--- config.mk ---
export PLATFORM = sky130hd
export DESIGN_NAME = sii9136_vid_gen
export DESIGN_NICKNAME = d
export VERILOG_FILES = /design/src/rtl/sii9136_vid_gen.sv
export SDC_FILE = /design/constraint.sdc
export NUM_CORES = 1
export LEC_CHECK = 0
export CAP_MARGIN = 20
export CORE_MARGIN = 10
export CORE_UTILIZATION = 51
export CTS_CLUSTER_DIAMETER = 80
export DETAILED_ROUTE_END_ITERATION = 6
export DONT_BUFFER_PORTS = 1
export HOLD_SLACK_MARGIN = 0.03
export PLACE_DENSITY = 0.66
export SLEW_MARGIN = 20
export SYNTH_ARGS = -nofsm -noshare
export SYNTH_HDL_FRONTEND = slang
export SYNTH_SLANG_ARGS = --single-unit
--- constraint.sdc ---
create_clock -name clk -period 2.15 [get_ports clk]
set_clock_uncertainty 0.05 [all_clocks]
set_input_delay 0.215 -clock clk [delete_from_list [all_inputs] [get_ports clk]]
set_output_delay 0.215 -clock clk [all_outputs]
set_load 0.01 [all_outputs]
--- src/rtl/sii9136_vid_gen.sv ---
// Raster timing and test-pattern source for the SiI9136 parallel input bus.
// Each output is registered from the counter state, so the outputs trail the counters by one clock.
module sii9136_vid_gen #(
   parameter int H_ACTIVE = 640,
   parameter int H_FP     = 16,
   parameter int H_SYNC   = 96,
   parameter int H_BP     = 48,
   parameter int V_ACTIVE = 480,
   parameter int V_FP     = 10,
   parameter int V_SYNC   = 2,
   parameter int V_BP     = 33,
   parameter int HS_POL   = 0,
   parameter int VS_POL   = 0
) (
   input  logic        clk,
   input  logic        reset,
   input  logic        enable,
   input  logic [1:0]  pattern_sel,
   input  logic [35:0] solid_rgb,
   output logic        de,
   output logic        hsync,
   output logic        vsync,
   output logic [35:0] d,
   output logic        frame_start
);

   localparam int H_TOTAL = H_ACTIVE + H_FP + H_SYNC + H_BP;
   localparam int V_TOTAL = V_ACTIVE + V_FP + V_SYNC + V_BP;
   // The pattern logic reads h_cnt[7:0] and v_cnt[5], so the counters need at least that many bits
   localparam int HW      = ($clog2(H_TOTAL) > 8) ? $clog2(H_TOTAL) : 8;
   localparam int VW      = ($clog2(V_TOTAL) > 6) ? $clog2(V_TOTAL) : 6;
   localparam int BAR_W   = H_ACTIVE / 8;
   localparam int SW      = ($clog2(BAR_W) > 0) ? $clog2(BAR_W) : 1;
   localparam logic HS_ACT = (HS_POL != 0);
   localparam logic VS_ACT = (VS_POL != 0);

   logic [HW-1:0] r_hCnt;
   logic [VW-1:0] r_vCnt;
   logic [SW-1:0] r_segCnt;
   logic [2:0]    r_barIdx;
   logic [1:0]    r_activeSel;
   logic          r_de;
   logic          r_hsync;
   logic          r_vsync;
   logic [35:0]   r_d;
   logic          r_frameStart;

   logic          w_lineEnd;
   logic          w_frameEnd;
   logic          w_frameOrigin;
   logic          w_active;
   logic          w_hsAct;
   logic          w_vsAct;
   logic [1:0]    w_sel;
   logic [11:0]   w_gray;
   logic [35:0]   w_pixel;

   assign w_lineEnd     = (r_hCnt == HW'(H_TOTAL - 1));
   assign w_frameEnd    = w_lineEnd && (r_vCnt == VW'(V_TOTAL - 1));
   assign w_frameOrigin = (r_hCnt == '0) && (r_vCnt == '0);
   assign w_active      = (r_hCnt < HW'(H_ACTIVE)) && (r_vCnt < VW'(V_ACTIVE));
   assign w_hsAct       = (r_hCnt >= HW'(H_ACTIVE + H_FP)) &&
                          (r_hCnt <  HW'(H_ACTIVE + H_FP + H_SYNC));
   assign w_vsAct       = (r_vCnt >= VW'(V_ACTIVE + V_FP)) &&
                          (r_vCnt <  VW'(V_ACTIVE + V_FP + V_SYNC));
   // Pixel (0,0) must already use the newly latched selection
   assign w_sel         = w_frameOrigin ? pattern_sel : r_activeSel;
   assign w_gray        = {r_hCnt[7:0], r_hCnt[7:4]};

   always_comb begin
      w_pixel = '0;
      unique case (w_sel)
         2'd0:    w_pixel = {{12{~r_barIdx[1]}}, {12{~r_barIdx[2]}}, {12{~r_barIdx[0]}}};
         2'd1:    w_pixel = {36{r_hCnt[5] ^ r_vCnt[5]}};
         2'd2:    w_pixel = {w_gray, w_gray, w_gray};
         default: w_pixel = solid_rgb;
      endcase
   end

   always_ff @(posedge clk) begin
      if (reset || !enable) begin
         r_hCnt       <= '0;
         r_vCnt       <= '0;
         r_segCnt     <= '0;
         r_barIdx     <= '0;
         r_de         <= 1'b0;
         r_d          <= '0;
         r_hsync      <= ~HS_ACT;
         r_vsync      <= ~VS_ACT;
         r_frameStart <= 1'b0;
         if (reset) begin
            r_activeSel <= '0;
         end
      end else begin
         if (w_frameOrigin) begin
            r_activeSel <= pattern_sel;
         end
         r_de         <= w_active;
         r_d          <= w_active ? w_pixel : '0;
         r_hsync      <= w_hsAct ? HS_ACT : ~HS_ACT;
         r_vsync      <= w_vsAct ? VS_ACT : ~VS_ACT;
         r_frameStart <= w_frameOrigin;

         if (w_frameEnd) begin
            r_hCnt <= '0;
            r_vCnt <= '0;
         end else if (w_lineEnd) begin
            r_hCnt <= '0;
            r_vCnt <= r_vCnt + 1'b1;
         end else begin
            r_hCnt <= r_hCnt + 1'b1;
         end

         // Bar index tracks h_cnt in BAR_W-pixel segments, which avoids a divider
         if (w_lineEnd) begin
            r_segCnt <= '0;
            r_barIdx <= '0;
         end else if (r_segCnt == SW'(BAR_W - 1)) begin
            r_segCnt <= '0;
            r_barIdx <= r_barIdx + 1'b1;
         end else begin
            r_segCnt <= r_segCnt + 1'b1;
         end
      end
   end

   assign de          = r_de;
   assign hsync       = r_hsync;
   assign vsync       = r_vsync;
   assign d           = r_d;
   assign frame_start = r_frameStart;

endmodule

==> impl_results.md, run 1 <==
* Worst Hold Path Cells at 1
* # IOs at 81
* Final-report max-slew violation count at 0
* Relative slew slack at 0.664
* Initial Utilization at 0.536
* Vias in the first global route at 2712
* DPL Wire Length at 5.85 mm
* Synth Area in Compound Gates at 0.145
* Worst Setup SP: r_vCnt[7]
* Simple-Gate Fraction of Synth Area at 0.258
* FP Rows at 28
* Critical path, cell by cell: nor4_4 > buf_4 > nand3b_4 > nor2_8 > mux2_4 > o21ai_2 > o221a_1
* Largest net degree at the start of global routing at 25
* Syn Inst Count at 345
* Hold Path End: r_activeSel[0]
* Initial antenna violation count at 0
* Setup CP Type: reg -> reg
* Reg-to-Reg End: d[6]
* Area contributors post-synth: dfxtp_1 (43%), nand3_1 (6.8%), nor2_1 (4.2%)
* Residual DRC at 0
* Hold Path Class: in -> reg
* RR Startpoint: r_vCnt[7]
* Crit path max-delay cell type: mux2_4
* Vias at 2725
* Seq pwr share at 0.546
* Port buffer count at 0
* CTS tree: yes
* Mapped Nets at 392
* Post-Syn Area at 3230 um2
* Yosys synthesis warning count at 0
* Final net count at 446
* Gr usage total at 0.169
* Routed wire length at 8.44 mm
* Minimum clock period at 2050 ps
* Post-DRT Antenna Nets at 0
* Global placement routability congestion at 0.831
* Via density at 5.69
* Worst Path Buf+Inv at 1
* CP max FO at 8
* Number of H-tree levels at 3
* Clock buffer depth at 2
* Clk sinks at 72
* Synth area leader: dfxtp_1
* Number of synthesized flops with an enable pin at 2
* IR drop worst, VDD at 0.387 mV
* Leakage power at 0.00162 uW
* Slowest stage delay, CP at 380 ps
* Worst-path clk slew at 70 ps
* Crit end category: flop
* Core area at 6030 um2
* First-pass GRT wire length at 13.7 mm
* Fmax at 488 MHz
* Post-synthesis adder-cell area fraction at 0.0232
* Mux cell area share after synthesis at 0.0170
* Share of cells above drive strength 1 at 0.183
* Flop2flop setup slack at 100 ps
* DRT iter0 DRCs at 104
* Pwr per Cell Area at 653 nW/um2
* Switching share of power at 0.265
* Max-cap violations at 0
* Startpoint types: flop
* Final Hold Violating Endpoints at 0
* DR pass1 iterations at 4
* Worst-Skew Late Latency at 350 ps
* Die Width at 99.6 um
* Die Area at 9920 um2
* Sequential share of the synthesized area at 0.452
* Total power at 2640 uW
* Root Driver: clkbuf_8
* Async S/R FF share, synth at 0
* XOR/XNOR Fraction of Synth Area at 0.0569
* Top cell family by delay on the critical path: simple AND/OR/NAND/NOR gates
* Fillers at 495
* Count of state elements after synthesis at 72
* Ant. Diodes at 0
* FF-to-FF path depth at 7
* Gate power share at 0.104
* Clock network fraction of total power at 0.350
* # setup viols final at 0
* Least-Margin Pin Slew at 501 ps
* Yosys top cell area share at 0.434
* Sw power at 700 uW
* Dominant combinational cell family by area after synthesis: simple AND/OR/NAND/NOR gates
* Period utilisation layout at 0.952
* Commonest non-fill, non-tap cell in the layout: dfxtp_1
* Die H at 99.6 um
* Syn-to-layout area delta at 25.0%
* Top FF cell, synth: dfxtp_1
* GRT Residual Overflow at 0
* Outcome: finished clean
* Critical Path AT at 2290 ps
* Post-synth cell types at 52
* Int Pwr at 1940 uW
* Setup TNS at 0 ps
* Hold Startpoint: enable
* Critical Path RT at 2390 ps
* Routed wire per std cell at 17.6 um
* WHS at 47.0 ps
* Syn_area_per_cell at 9.36 um2
* Most frequent cells in the layout: dfxtp_1 (70), nand3_1 (43), nor2_1 (36), dlygate4sd3_1 (36), buf_4 (22)
* CTS Buf Count at 9
## worst reg2reg max path: stages (launching register included)
cell and delay, ps:
dfxtp_1 370, nor4_4 310, buf_4 170, nand3b_4 130
nor2_8 220, mux2_4 390, o21ai_2 130, o221a_1 230
## sequential cells by signal, indices dropped and copies added (netlist names)
signal / flops
d: 36
r_hCnt: 10
r_vCnt: 10
r_segCnt: 7
r_barIdx: 3
r_activeSel: 2
de: 1
frame_start: 1
hsync: 1
vsync: 1
## synth_stat cells, drive strengths merged, types with 2 or more instances
cell type,number
nor2,37
a31oi,6
a21o,4
or3,4
xnor2,9
nor3,7
ha,6
and3,3
nand3,46
nor2b,3
dfxtp,70
inv,14
nand2,16
buf,10
o21ai,23
a21oi,12
mux2i,4
clkbuf,7
nand4,6
a211oi,4
nand3b,3
o221a,12
or2,2
xor2,12
nor4,5
nor3b,4
edfxtp,2
nand2b,3
nand4b,2
## worst max-delay path by stage
stage / endpoint / slack, ps / cells past startpoint
floorplan: d[25] / 100 / 9
global placement: d[7] / 40 / 8
detailed placement: d[7] / -30 / 8
CTS: d[29] / 10 / 8
global route: d[33] / -1 / 8
finish: d[6] / 100 / 7
## power groups by stage
stage,registers (uW),logic (uW),clock network [uW]
finish,1440,275,924
global route,1450,301,1000
CTS,1440,256,938
detailed placement,1470,194,0
global placement,1470,191,0
floorplan,1460,151,0
## per-layer routing
layer | part of all wire | vias to the layer above | track usage
met2 | 0.49 | 77 | 0.280
li1 | - | 1341 | -
met5 | 0 | - | 0
met4 | 0.024 | 0 | 0.0860
met3 | 0.055 | 20 | 0.0471
met1 | 0.44 | 1287 | 0.196
## timing repair
| item | in CTS | in global routing |
|---|---|---|
| pin swaps | 1 | 6 |
| gates resized for setup | 2 | 19 |
| buffers inserted | 2 | 1 |
| endpoints found under the setup margin | 10 | 39 |
| endpoints found under the hold margin | 36 | 0 |
| hold buffers | 36 | 0 |
| cloned | 0 | 1 |
## stage by stage
stage               worst slack, ps  utilization  instances  instance area (um2)
floorplan                       104            -        345                 3230
global placement               37.4        0.563        423                 3390
detailed placement            -28.6        0.563        423                 3390
CTS                            14.7        0.654        477                 3940
global route                  -1.45        0.670        479                 4040
finish                          102        0.670        479                 4040
## layout make-up
type	count	area [um2]	area share
clock buffer	10	128	0.0316
clock inverter	6	36.3	0.00899
inverter	14	52.6	0.0130
multi-input combinational	243	1720	0.426
sequential	72	1460	0.362
tap	75	93.8	0.0232
timing repair buffer	59	546	0.135
## cell families (layout without fill, tap and decap cells)
logic type,count (synthesis),after routing
buffers and inverters,31,89
adders and majority gates,6,6
xor gates and xnor gates,21,21
muxes,5,6
DFF,72,72
and+or+nand+nor,146,146
AOI/OAI and AO/OA,64,64
(Power assumes the default switching activity.)
==> inputs of run 2 (changes only) <==
==> constraint.sdc (replaced) <==
create_clock -name clk -period 2.15 [get_ports clk]
set_clock_uncertainty 0.05 [all_clocks]
set_input_delay 0.1075 -clock clk [delete_from_list [all_inputs] [get_ports clk]]
set_output_delay 0.1075 -clock clk [all_outputs]
set_load 0.01 [all_outputs]
==> impl_results.md, run 2 (synthesized netlist as in run 1, its figures left out) <==
* Residual DRC at 0
* Startpoint types: flop
* Clk sinks at 72
* Worst-path clk slew at 80 ps
* First-pass GRT wire length at 13.3 mm
* Fmax at 479 MHz
* CTS tree: yes
* Core area at 6030 um2
* DPL Wire Length at 5.88 mm
* Worst Setup SP: r_vCnt[4]
* Most frequent cells in the layout: dfxtp_1 (70), nand3_1 (44), dlygate4sd3_1 (41)
* Hold Path Class: in -> reg
* Worst setup path endpoint: d[7]
* Final-report max-slew violation count at 0
* Final Core Density at 0.686
* Share of cells above drive strength 1 at 0.173
* Syn-to-layout area delta at 28.0%
* Die Width at 99.6 um
* # setup viols final at 0
* Routed wire per std cell at 17.4 um
* Clock buffer depth at 2
* Area of the multi-input gates at 1720 um2
* RR Startpoint: r_vCnt[4]
* IR drop worst, VDD at 0.452 mV
* Global placement routability congestion at 0.848
* FP Rows at 28
* CTS Buf Count at 9
* Port buffer count at 0
* Initial antenna violation count at 0
* DR pass1 iterations at 4
* Fin cells at 480
* Pwr per Cell Area at 734 nW/um2
* Relative slew slack at 0.694
* Fillers at 460
* Final net count at 447
* Largest net degree at the start of global routing at 19
* Placed cell areas at 3370 um2
* Routed wire length at 8.37 mm
* Max-cap violations at 0
* Via density at 5.70
* Commonest non-fill, non-tap cell in the layout: dfxtp_1
* Ant. Diodes at 0
* Vias in the first global route at 2608
* Die Area at 9920 um2
* Leakage power at 0.00165 uW
* Max FFs per register at 36
* Reg-to-Reg End: d[7]
* Post-DRT Antenna Nets at 0
* DRT iter0 DRCs at 153
* Design Area, Final at 4140 um2
* Critical Path AT at 2340 ps
* Flop2flop setup slack at 60 ps
* Period utilisation layout at 0.971
* CP max FO at 6
* Hold Startpoint: pattern_sel[0]
* Final Hold Violating Endpoints at 0
* Critical Path RT at 2400 ps
* Root Driver: clkbuf_8
* Reg area at 1460 um2
* Number of H-tree levels at 3
* FF-to-FF path depth at 6
* Vias at 2736
* Least-Margin Pin Slew at 455 ps
* Inst Count DP at 422
* Outcome: finished clean
* Minimum clock period at 2090 ps
* Gr usage total at 0.163
* # IOs at 81
* GRT Residual Overflow at 0
* Crit end category: flop
* Initial Utilization at 0.536
* Setup CP Type: reg -> reg
* Die H at 99.6 um
* Worst-Skew Late Latency at 360 ps
## run 2: changes by cell type in the layout (fill, tap and decap cells not counted), sizes merged
cell         before  now
clkinv            5    2
mux2              2    1
bufinv            0    3
clkbuf           10   11
dlygate4sd3      36   41
buf              23   20
clkinvlp          1    0
## run 2: what timing repair did
action / in CTS / in global routing
setup endpoints to repair: 18 / 39
setup buffers: 1 / 0
hold buffers: 40 / 1
resized for setup: 1 / 21
pin swaps: 1 / 3
hold endpoints to repair: 40 / 2
## run 2: worst min-delay path by stage
stage                     endpoint  cells after the start
final                        d[33]                      4
after CTS                    d[25]                      3
after detailed placement     d[34]                      2
after global placement       d[34]                      2
after global routing         d[33]                      4
after floorplan              d[34]                      2
## run 2: layout make-up
cell class / count / area share
sequential: 72 / 0.353
inverter: 14 / 0.0127
clock buffer: 11 / 0.0342
timing repair buffer: 61 / 0.136
clock inverter: 5 / 0.0251
multi-input combinational: 242 / 0.415
tap: 75 / 0.0227
## run 2: routing by layer
layer  vias to the layer above  global-route usage  share of wire
li1                       1337                   -              -
met1                      1293               0.198           0.43
met2                        89               0.260           0.49
met3                        17              0.0478          0.058
met4                         0              0.0783          0.020
met5                         -                   0              0
## run 2: through the flow
step | power, uW | setup WS (ps) | hold WS [ps] | TNS [ps]
finish | 3040 | 63.4 | 89.5 | 0
CTS | 3030 | -0.455 | 42.3 | -0.455
global placement | 1660 | 25.8 | 197 | 0
global route | 3140 | -33.2 | 113 | -103
floorplan | 1610 | 104 | 190 | 0
detailed placement | 1660 | -65.6 | 207 | -400
## run 2: power breakdown
part / internal, uW / total (uW) / switching, uW
Sequential: 1390 / 1440 / 49.2
Combinational: 138 / 280 / 142
Clock: 803 / 1320 / 514
Total: 2330 / 3040 / 705
## run 2: critical path: stages (launching register included)
cell and delay, ps:
dfxtp_1 380, nor4_4 380, and3b_2 350, nand4b_1 200, a21oi_4 270, a21o_1 200
o221a_1 210
